===== src/rtl/clk_div_switch.sv =====
// ============================================================================
// clk_div_switch : glitch-free N-channel clock divider with handshake-driven
// channel selection (drain high phase, forced low gap, clean restart).
// Revision: 1.0
// ============================================================================
`default_nettype none

module clk_div_switch #(
   parameter int NUM_CH     = 4,
   parameter int CNT_W      = 8,
   parameter int GAP_CYCLES = 2,
   parameter int RESET_CH   = 0,
   parameter int SEL_W      = $clog2(NUM_CH)
) (
   input  logic                    clk,
   input  logic                    rst_n,
   input  logic [NUM_CH*CNT_W-1:0] div_ratio,
   input  logic                    sel_valid,
   input  logic [SEL_W-1:0]        sel_ch,
   output logic                    busy,
   output logic                    switch_done,
   output logic                    sel_err,
   output logic [SEL_W-1:0]        cur_ch,
   output logic                    clk_out
);

   localparam int GAP_W = $clog2(GAP_CYCLES + 1);

   typedef enum logic [1:0] {
      ST_RUN   = 2'd0,
      ST_DRAIN = 2'd1,
      ST_GAP   = 2'd2
   } state_t;

   state_t             state;
   logic [CNT_W-1:0]   cnt;
   logic [CNT_W-1:0]   per_len;
   logic [CNT_W-1:0]   per_hi;
   logic [GAP_W-1:0]   gap_cnt;
   logic [SEL_W-1:0]   target;
   logic               start_pend;

   logic [CNT_W-1:0]   ratio_arr [0:2**SEL_W-1];

   genvar gi;
   generate
      for (gi = 0; gi < 2**SEL_W; gi++) begin : g_ratio
         if (gi < NUM_CH) begin : g_used
            assign ratio_arr[gi] = div_ratio[gi*CNT_W +: CNT_W];
         end else begin : g_unused
            assign ratio_arr[gi] = '0;
         end
      end
   endgenerate

   // Ratios below 2 cannot form a high and a low phase, so they run as 2.
   function automatic logic [CNT_W-1:0] eff_len(input logic [CNT_W-1:0] r);
      return (r < CNT_W'(2)) ? CNT_W'(2) : r;
   endfunction

   logic [CNT_W-1:0] run_len;
   logic [CNT_W-1:0] tgt_len;
   logic [CNT_W-1:0] cnt_inc;
   logic [CNT_W-1:0] cnt_next;
   logic             wrap;
   logic             period_start;
   logic             div_hi;
   logic             accept;
   logic             req_bad;
   logic             req_same;

   assign run_len      = eff_len(ratio_arr[cur_ch]);
   assign tgt_len      = eff_len(ratio_arr[target]);
   assign cnt_inc      = cnt + CNT_W'(1);
   assign wrap         = (cnt == per_len - CNT_W'(1));
   assign period_start = start_pend | wrap;
   assign div_hi       = period_start | (cnt_inc < per_hi);
   assign cnt_next     = period_start ? '0 : cnt_inc;

   assign accept   = sel_valid & ~busy & (state == ST_RUN);
   assign req_bad  = (32'(sel_ch) >= NUM_CH);
   assign req_same = (sel_ch == cur_ch);

   always_ff @(posedge clk or negedge rst_n) begin
      if (!rst_n) begin
         state       <= ST_RUN;
         cnt         <= '0;
         per_len     <= CNT_W'(2);
         per_hi      <= CNT_W'(1);
         gap_cnt     <= '0;
         target      <= SEL_W'(RESET_CH);
         start_pend  <= 1'b1;
         busy        <= 1'b0;
         switch_done <= 1'b0;
         sel_err     <= 1'b0;
         cur_ch      <= SEL_W'(RESET_CH);
         clk_out     <= 1'b0;
      end else begin
         switch_done <= 1'b0;
         sel_err     <= 1'b0;
         case (state)
            ST_RUN: begin
               if (accept && !req_bad && !req_same) begin
                  target <= sel_ch;
                  busy   <= 1'b1;
                  // A high phase in progress must finish; a low phase is cut short.
                  if (clk_out && div_hi) begin
                     state   <= ST_DRAIN;
                     cnt     <= cnt_next;
                     clk_out <= 1'b1;
                  end else begin
                     state   <= ST_GAP;
                     gap_cnt <= GAP_W'(1);
                     clk_out <= 1'b0;
                  end
               end else begin
                  cnt     <= cnt_next;
                  clk_out <= div_hi;
                  if (period_start) begin
                     per_len    <= run_len;
                     per_hi     <= run_len >> 1;
                     start_pend <= 1'b0;
                  end
                  if (accept && req_bad) begin
                     sel_err <= 1'b1;
                  end
                  if (accept && !req_bad && req_same) begin
                     switch_done <= 1'b1;
                  end
               end
            end

            ST_DRAIN: begin
               if (div_hi) begin
                  cnt     <= cnt_next;
                  clk_out <= 1'b1;
               end else begin
                  state   <= ST_GAP;
                  gap_cnt <= GAP_W'(1);
                  clk_out <= 1'b0;
               end
            end

            ST_GAP: begin
               if (gap_cnt == GAP_W'(GAP_CYCLES)) begin
                  state       <= ST_RUN;
                  cur_ch      <= target;
                  cnt         <= '0;
                  per_len     <= tgt_len;
                  per_hi      <= tgt_len >> 1;
                  start_pend  <= 1'b0;
                  clk_out     <= 1'b1;
                  busy        <= 1'b0;
                  switch_done <= 1'b1;
               end else begin
                  gap_cnt <= gap_cnt + GAP_W'(1);
                  clk_out <= 1'b0;
               end
            end

            default: begin
               state   <= ST_RUN;
               busy    <= 1'b0;
               clk_out <= 1'b0;
            end
         endcase
      end
   end

endmodule

`default_nettype wire

===== config.mk =====
export PLATFORM = sky130hd
export DESIGN_NAME = clk_div_switch
export DESIGN_NICKNAME = d
export VERILOG_FILES = /design/src/rtl/clk_div_switch.sv
export SDC_FILE = /design/constraint.sdc
export NUM_CORES = 1
export LEC_CHECK = 0
export BUFFER_PORTS_ARGS = -buffer_cell sky130_fd_sc_hd__buf_2
export CORE_ASPECT_RATIO = 2
export CORE_UTILIZATION = 45
export CTS_BUF_LIST = sky130_fd_sc_hd__clkbuf_8
export CTS_CLUSTER_DIAMETER = 60
export DETAILED_ROUTE_END_ITERATION = 7
export GPL_ROUTABILITY_DRIVEN = 0
export PLACE_DENSITY = 0.78
export RECOVER_POWER = 100
export SLEW_MARGIN = 20
export SYNTH_ARGS = -nofsm -noshare
export SYNTH_HDL_FRONTEND = slang
export SYNTH_SLANG_ARGS = --single-unit

===== constraint.sdc =====
create_clock -name clk -period 3.3 [get_ports clk]
set_clock_uncertainty 0.2 [all_clocks]
set_input_delay 0.66 -clock clk [delete_from_list [all_inputs] [get_ports clk]]
set_output_delay 0.66 -clock clk [all_outputs]
set_load 0.05 [all_outputs]

==> out/metrics.yaml, run 1 <==
place:
  post-dp-hpwl_mm: 4.25
  placed_area_um2: 2560
  dp.cells: 308
  portBuffers: 41
critical_path:
  critPathSlowestCell: "a211o_4"
  crit_buf_inv: 0
  crit_required_ns: 3.28
  critPathMaxStageDelay_ns: 0.40
  rrSetupSlack_ns: 0.30
  worstPathMaxFanout: 8
  cp_cell_sequence: "ha_1 -> nand3_1 -> xnor2_1 -> ha_1 -> a21oi_1 -> o21ai_0 -> a21oi_1 -> and2_1 -> nor3_2 -> a211o_4 -> a221o_1"
  critical_path.top_delay_family: "compound AO/OA/AOI/OAI gates"
  start_kind: "flip-flop"
  critPathKind: "reg2reg"
  startpoint: "cnt[0]"
  reg2reg_from: "cnt[0]"
  cp-end-kind: "flip-flop"
  crit_arrival_ns: 2.98
clock_network:
  cts.repair.resized: 0
  cts_hold_buffers: 0
  cts_tree: "done"
  post_cts_buffers: 0
  numCtsBuffers: 3
  h-tree-depth: 1
  clock_latency_ns: 0.28
  path_clk_slew_ns: 0.10
  cts.sinks: 28
  clk_root_buffer_cell: "clkbuf_8"
  cts_buffer_depth: 2
global_route:
  overflow: 0
  grt_pass1_wl_mm: 8.98
  grt_pass1_vias: 1960
  grtUsageTotal_pct: 21.6
  antenna_found_initial: 0
  grt_max_degree: 29
floorplan:
  die_area_um2: 5510
  ios: 43
  row_count: 36
  die_h_um: 104
  start_util_pct: 47.2
  die_w_um: 53
  core_region_area_um2: 4950
detailed_routing:
  dr.pass1.iters: 4
  final_antenna_net_count: 0
  routedWlPerCell_um: 16.9
  drt_iter0_drc: 41
  vias_per_cell: 6.02
  drc: 0
  wirelength_mm: 5.27
  via_count: 1879
sta:
  period_needed_ns: 3.00
  drv_slew: 29
  fmax_mhz: 333
  worst_slew_pin_slew_ns: 1.53
  fin_crit_sh_pct: 91.1
  setup_viol: 0
  finalHoldViolations: 0
  finalSetupTns_ns: 0
  grt_setup_unrepaired: "false"
  relSlewSlack_pct: -2.19
layout:
  fin_util_pct: 52.7
  fin_cells: 312
  final_area_um2: 2610
  syn_to_final_growth_pct: 11.5
  final_nets: 302
  drive_gt1_share_pct: 25.1
  final_cell_mix: "buf_2, dfrtp_1, nand2_1, inv_1, mux4_1"
  diodes: 0
  final_common_cell: "buf_2"
  fillers: 475
synthesis:
  ys.flop_type: "dfrtp_1"
  yosys.area_share.adder_pct: 4.81
  synth_top_family_by_area: "multiplexers"
  synth_xor_area_share_pct: 6.36
  synth_cell_types: 53
  ys_seq_area_share_pct: 30.0
  synthCells: 214
  synth_edf_count: 0
  syn-num-nets: 260
  ys_ff_latch: 28
  syn_avg_cell_area_um2: 10.9
  yosysWarnings: 0
  synth-simple-area-share_pct: 16.6
  synth-compound-area-share_pct: 12.8
  synth_area_um2: 2340
  async_flop_share_pct: 100
  muxShareOfSynthArea_pct: 22.2
run:
  cap_viol_max_count: 1
outcome:
  status: "finished, violations left"
  violations: "capacitance limit, slew limit"
power:
  p_per_area_nw_per_um2: 984
  p_leak_nw: 1.19
  power.total_mw: 2.57
  vdd_ir_drop_max_mv: 0.637
hold_path:
  min_from: "gap_cnt[1]"
  hp-class: "reg2reg"
final timing paths:
kind                               to  depth (start not counted)
max                            cnt[5]                         11
max in group asynchronous  per_len[4]                          1
min                        gap_cnt[1]                          1
min reg2reg                gap_cnt[1]                          1
min in group asynchronous      cnt[7]                          1
max reg2reg                    cnt[5]                         11
cell families (layout without fill, tap and decap cells):
group / after synthesis / in the layout
AOI/OAI and AO/OA: 42 / 42
xor gates and xnor gates: 17 / 17
adders and majority gates: 9 / 9
buffers and inverters: 25 / 66
DFF: 28 / 28
muxes: 27 / 27
other: 1 / 1
and+or+nand+nor: 65 / 65
cell type report:
cell class	instances	area (um2)	area share [%]
repair buffers	49	250	9.59
clock inverters	1	30.0	1.15
flip-flops and latches	28	703	26.9
multi-input cells	161	1470	56.1
inverters	13	48.8	1.87
well taps	57	71.3	2.73
clock buffers	3	41.3	1.58
power breakdown:
| part | internal, mW | switching [mW] |
|---|---|---|
| clock | 0.163 | 0.112 |
| combinational | 0.733 | 0.844 |
| sequential | 0.496 | 0.221 |
| total | 1.39 | 1.18 |
cell usage after synthesis, drive strengths merged, types with 3 or more instances:
library cell  count  share of area, %
inv              13               2.1
xor2              7               2.6
nor2              8               1.3
a22o              4               1.5
mux2              5               2.4
mux4             16                17
nand3             3              0.64
and3              4               1.1
nor2b             5               1.3
buf               5               1.7
ha                9               4.8
nor3              9               2.1
a21oi             8               1.7
mux2i             6               2.6
a211o             3               1.5
xnor2            10               3.7
clkbuf            7               3.3
or4               3               1.2
o21ai            10               2.1
nor4              7               2.8
nand2            14               2.2
dfrtp            26                28
worst reg2reg max path: stages, from the launching register on:
cell and delay (ns):
dfrtp_1 0.37, ha_1 0.26, nand3_1 0.12, xnor2_1 0.22, ha_1 0.29, a21oi_1 0.19
o21ai_0 0.12, a21oi_1 0.14, and2_1 0.20, nor3_2 0.08, a211o_4 0.40, a221o_1 0.30
per-layer routing:
layer	up-vias	routed length, um	global-route usage, %
met5	-	0	0
met4	0	216	10.3
met3	15	131	1.90
met2	50	3100	40.0
met1	913	1830	22.8
li1	901	-	-
registers in the layout (all words and copies together), names as in the netlist:
register and cells:
cnt 8, per_len 7, cur_ch 2, gap_cnt 2, state 2, target 2
busy 1, clk_out 1, per_hi 1, start_pend 1, switch_done 1
metrics by stage:
step           setup slack (ns)  hold WS (ns)
6_report                  0.295         0.298
5_1_grt                 0.00522         0.317
4_1_cts                   0.274         0.204
3_5_place_dp              0.304         0.274
3_3_place_gp              0.383         0.272
2_1_floorplan             0.390         0.164
Note: power is estimated with default switching activity, not from simulation.
==> run 2, diff against run 1 <==
--- a/config.mk
+++ b/config.mk
@@ -6,13 +6,15 @@
 export NUM_CORES = 1
 export LEC_CHECK = 0
 export BUFFER_PORTS_ARGS = -buffer_cell sky130_fd_sc_hd__buf_2
+export CELL_PAD_IN_SITES_DETAIL_PLACEMENT = 2
+export CELL_PAD_IN_SITES_GLOBAL_PLACEMENT = 2
 export CORE_ASPECT_RATIO = 2
-export CORE_UTILIZATION = 45
+export CORE_UTILIZATION = 37
 export CTS_BUF_LIST = sky130_fd_sc_hd__clkbuf_8
 export CTS_CLUSTER_DIAMETER = 60
 export DETAILED_ROUTE_END_ITERATION = 7
 export GPL_ROUTABILITY_DRIVEN = 0
-export PLACE_DENSITY = 0.78
+export PLACE_DENSITY = 0.93
 export RECOVER_POWER = 100
 export SLEW_MARGIN = 20
 export SYNTH_ARGS = -nofsm -noshare
==> out/metrics.yaml, run 2 (synthesized netlist as in run 1, its figures left out) <==
layout:
  fin_cells: 337
  largestRegisters: "cnt x8, per_len x7"
  diodes: 0
  top_register: "cnt"
  final_nets: 300
  drive_gt1_share_pct: 28.1
  final_cell_mix: "buf_2, dfrtp_1, nand2_1, inv_1, mux4_1"
  final_area_um2: 2650
  largest_reg_flops: 8
  fin_util_pct: 43.8
  syn_to_final_growth_pct: 13.3
  final_common_cell: "buf_2"
detailed_routing:
  wirelength_mm: 7.78
  final_antenna_net_count: 0
  vias_per_cell: 5.91
  routedWlPerCell_um: 23.1
  drt_iter0_drc: 51
  drc: 0
  dr.pass1.iters: 5
  via_count: 1990
global_route:
  grt_pass1_vias: 2266
  grt_max_degree: 29
  grtUsageTotal_pct: 25.8
  overflow: 0
  antenna_found_initial: 0
  grt_pass1_wl_mm: 12.3
place:
  placed_area_um2: 2560
  portBuffers: 41
  post-dp-hpwl_mm: 6.42
  dp.cells: 331
  pre_cts_ws_ns: 0.0312
floorplan:
  die_w_um: 58.2
  ios: 43
  start_util_pct: 38.7
  die_area_um2: 6670
  die_h_um: 114
  row_count: 40
  core_region_area_um2: 6060
sta:
  drv_slew: 29
  setup_viol: 0
  period_needed_ns: 3.12
  holdWs_ns: 0.303
  grt_setup_unrepaired: "false"
  finalSetupTns_ns: 0
  finalHoldViolations: 0
  worst_slew_pin_slew_ns: 1.53
  relSlewSlack_pct: -2.29
  setup_slack_ns: 0.182
  fmax_mhz: 321
  fin_crit_sh_pct: 94.5
clock_network:
  cts_tree: "done"
  cts_buffer_depth: 2
  path_clk_slew_ns: 0.11
  cts_hold_buffers: 0
  h-tree-depth: 1
  clk_root_buffer_cell: "clkbuf_8"
  cts.sinks: 28
  numCtsBuffers: 3
  clock_latency_ns: 0.30
power:
  p_leak_nw: 1.19
  vdd_ir_drop_max_mv: 0.520
  clkPwrFrac_pct: 10.4
  p_sw_share_pct: 48.7
  intPower_mw: 1.40
  p_switching_mw: 1.33
  p_per_area_nw_per_um2: 1030
  combPwrFrac_pct: 60.5
  seq_power_share_pct: 29.1
  power.total_mw: 2.73
outcome:
  status: "finished, violations left"
  violations: "capacitance limit, slew limit"
critical_path:
  critPathKind: "reg2reg"
  rrSetupSlack_ns: 0.18
  crit_required_ns: 3.29
  worstPathMaxFanout: 8
  start_kind: "flip-flop"
  cp-end-kind: "flip-flop"
  crit_arrival_ns: 3.11
hold_path:
  hp-class: "reg2reg"
run:
  cap_viol_max_count: 1
[run 2: worst max-delay path: stages, from the launching register on]
cell and delay, ns:
dfrtp_1 0.44, and3_1 0.23, nand3_1 0.14, xnor2_2 0.19
ha_1 0.32, a21oi_1 0.15, o21ai_0 0.13, a21oi_1 0.21
and2_1 0.22, nor3_2 0.08, a211o_4 0.40, a221o_1 0.30
[run 2: power groups by stage]
stage / sequential, mW / clock, mW / combinational (mW)
3_5_place_dp: 0.802 / 0 / 1.62
2_1_floorplan: 0.707 / 0 / 1.28
6_report: 0.793 / 0.284 / 1.65
5_1_grt: 0.818 / 0.298 / 1.80
4_1_cts: 0.796 / 0.289 / 1.64
3_3_place_gp: 0.778 / 0 / 1.49
[run 2: worst paths after layout]
path / from / cells after the start / to
worst max register to register: cnt[4] / 11 / cnt[5]
min in group asynchronous: rst_n / 1 / target[0]
worst min register to register: gap_cnt[1] / 1 / gap_cnt[1]
max in group asynchronous: rst_n / 1 / cur_ch[0]
worst max-delay path: cnt[4] / 11 / cnt[5]
worst min-delay path: gap_cnt[1] / 1 / gap_cnt[1]
[run 2: routing by layer]
metal	track usage (%)	part of all wire (%)	routed length [um]
met1	23.1	31	2440
met2	53.6	62	4800
met3	1.02	1.8	139
met4	14.1	5.2	402
met5	0	0	0
[run 2: timing repair]
| action | CTS | global route |
|---|---|---|
| resized for setup | 1 | 5 |
| gates cloned | 0 | 0 |
| setup endpoints to repair | 2 | 9 |
| buffers inserted | 0 | 2 |
[run 2: cell type report]
class | count | area [um2]
inverter | 13 | 48.8
multi-input combinational | 161 | 1480
clock inverter | 1 | 30.0
fill | 652 | 3400
timing repair buffer | 47 | 238
clock buffer | 3 | 41.3
tap | 84 | 105
sequential | 28 | 708
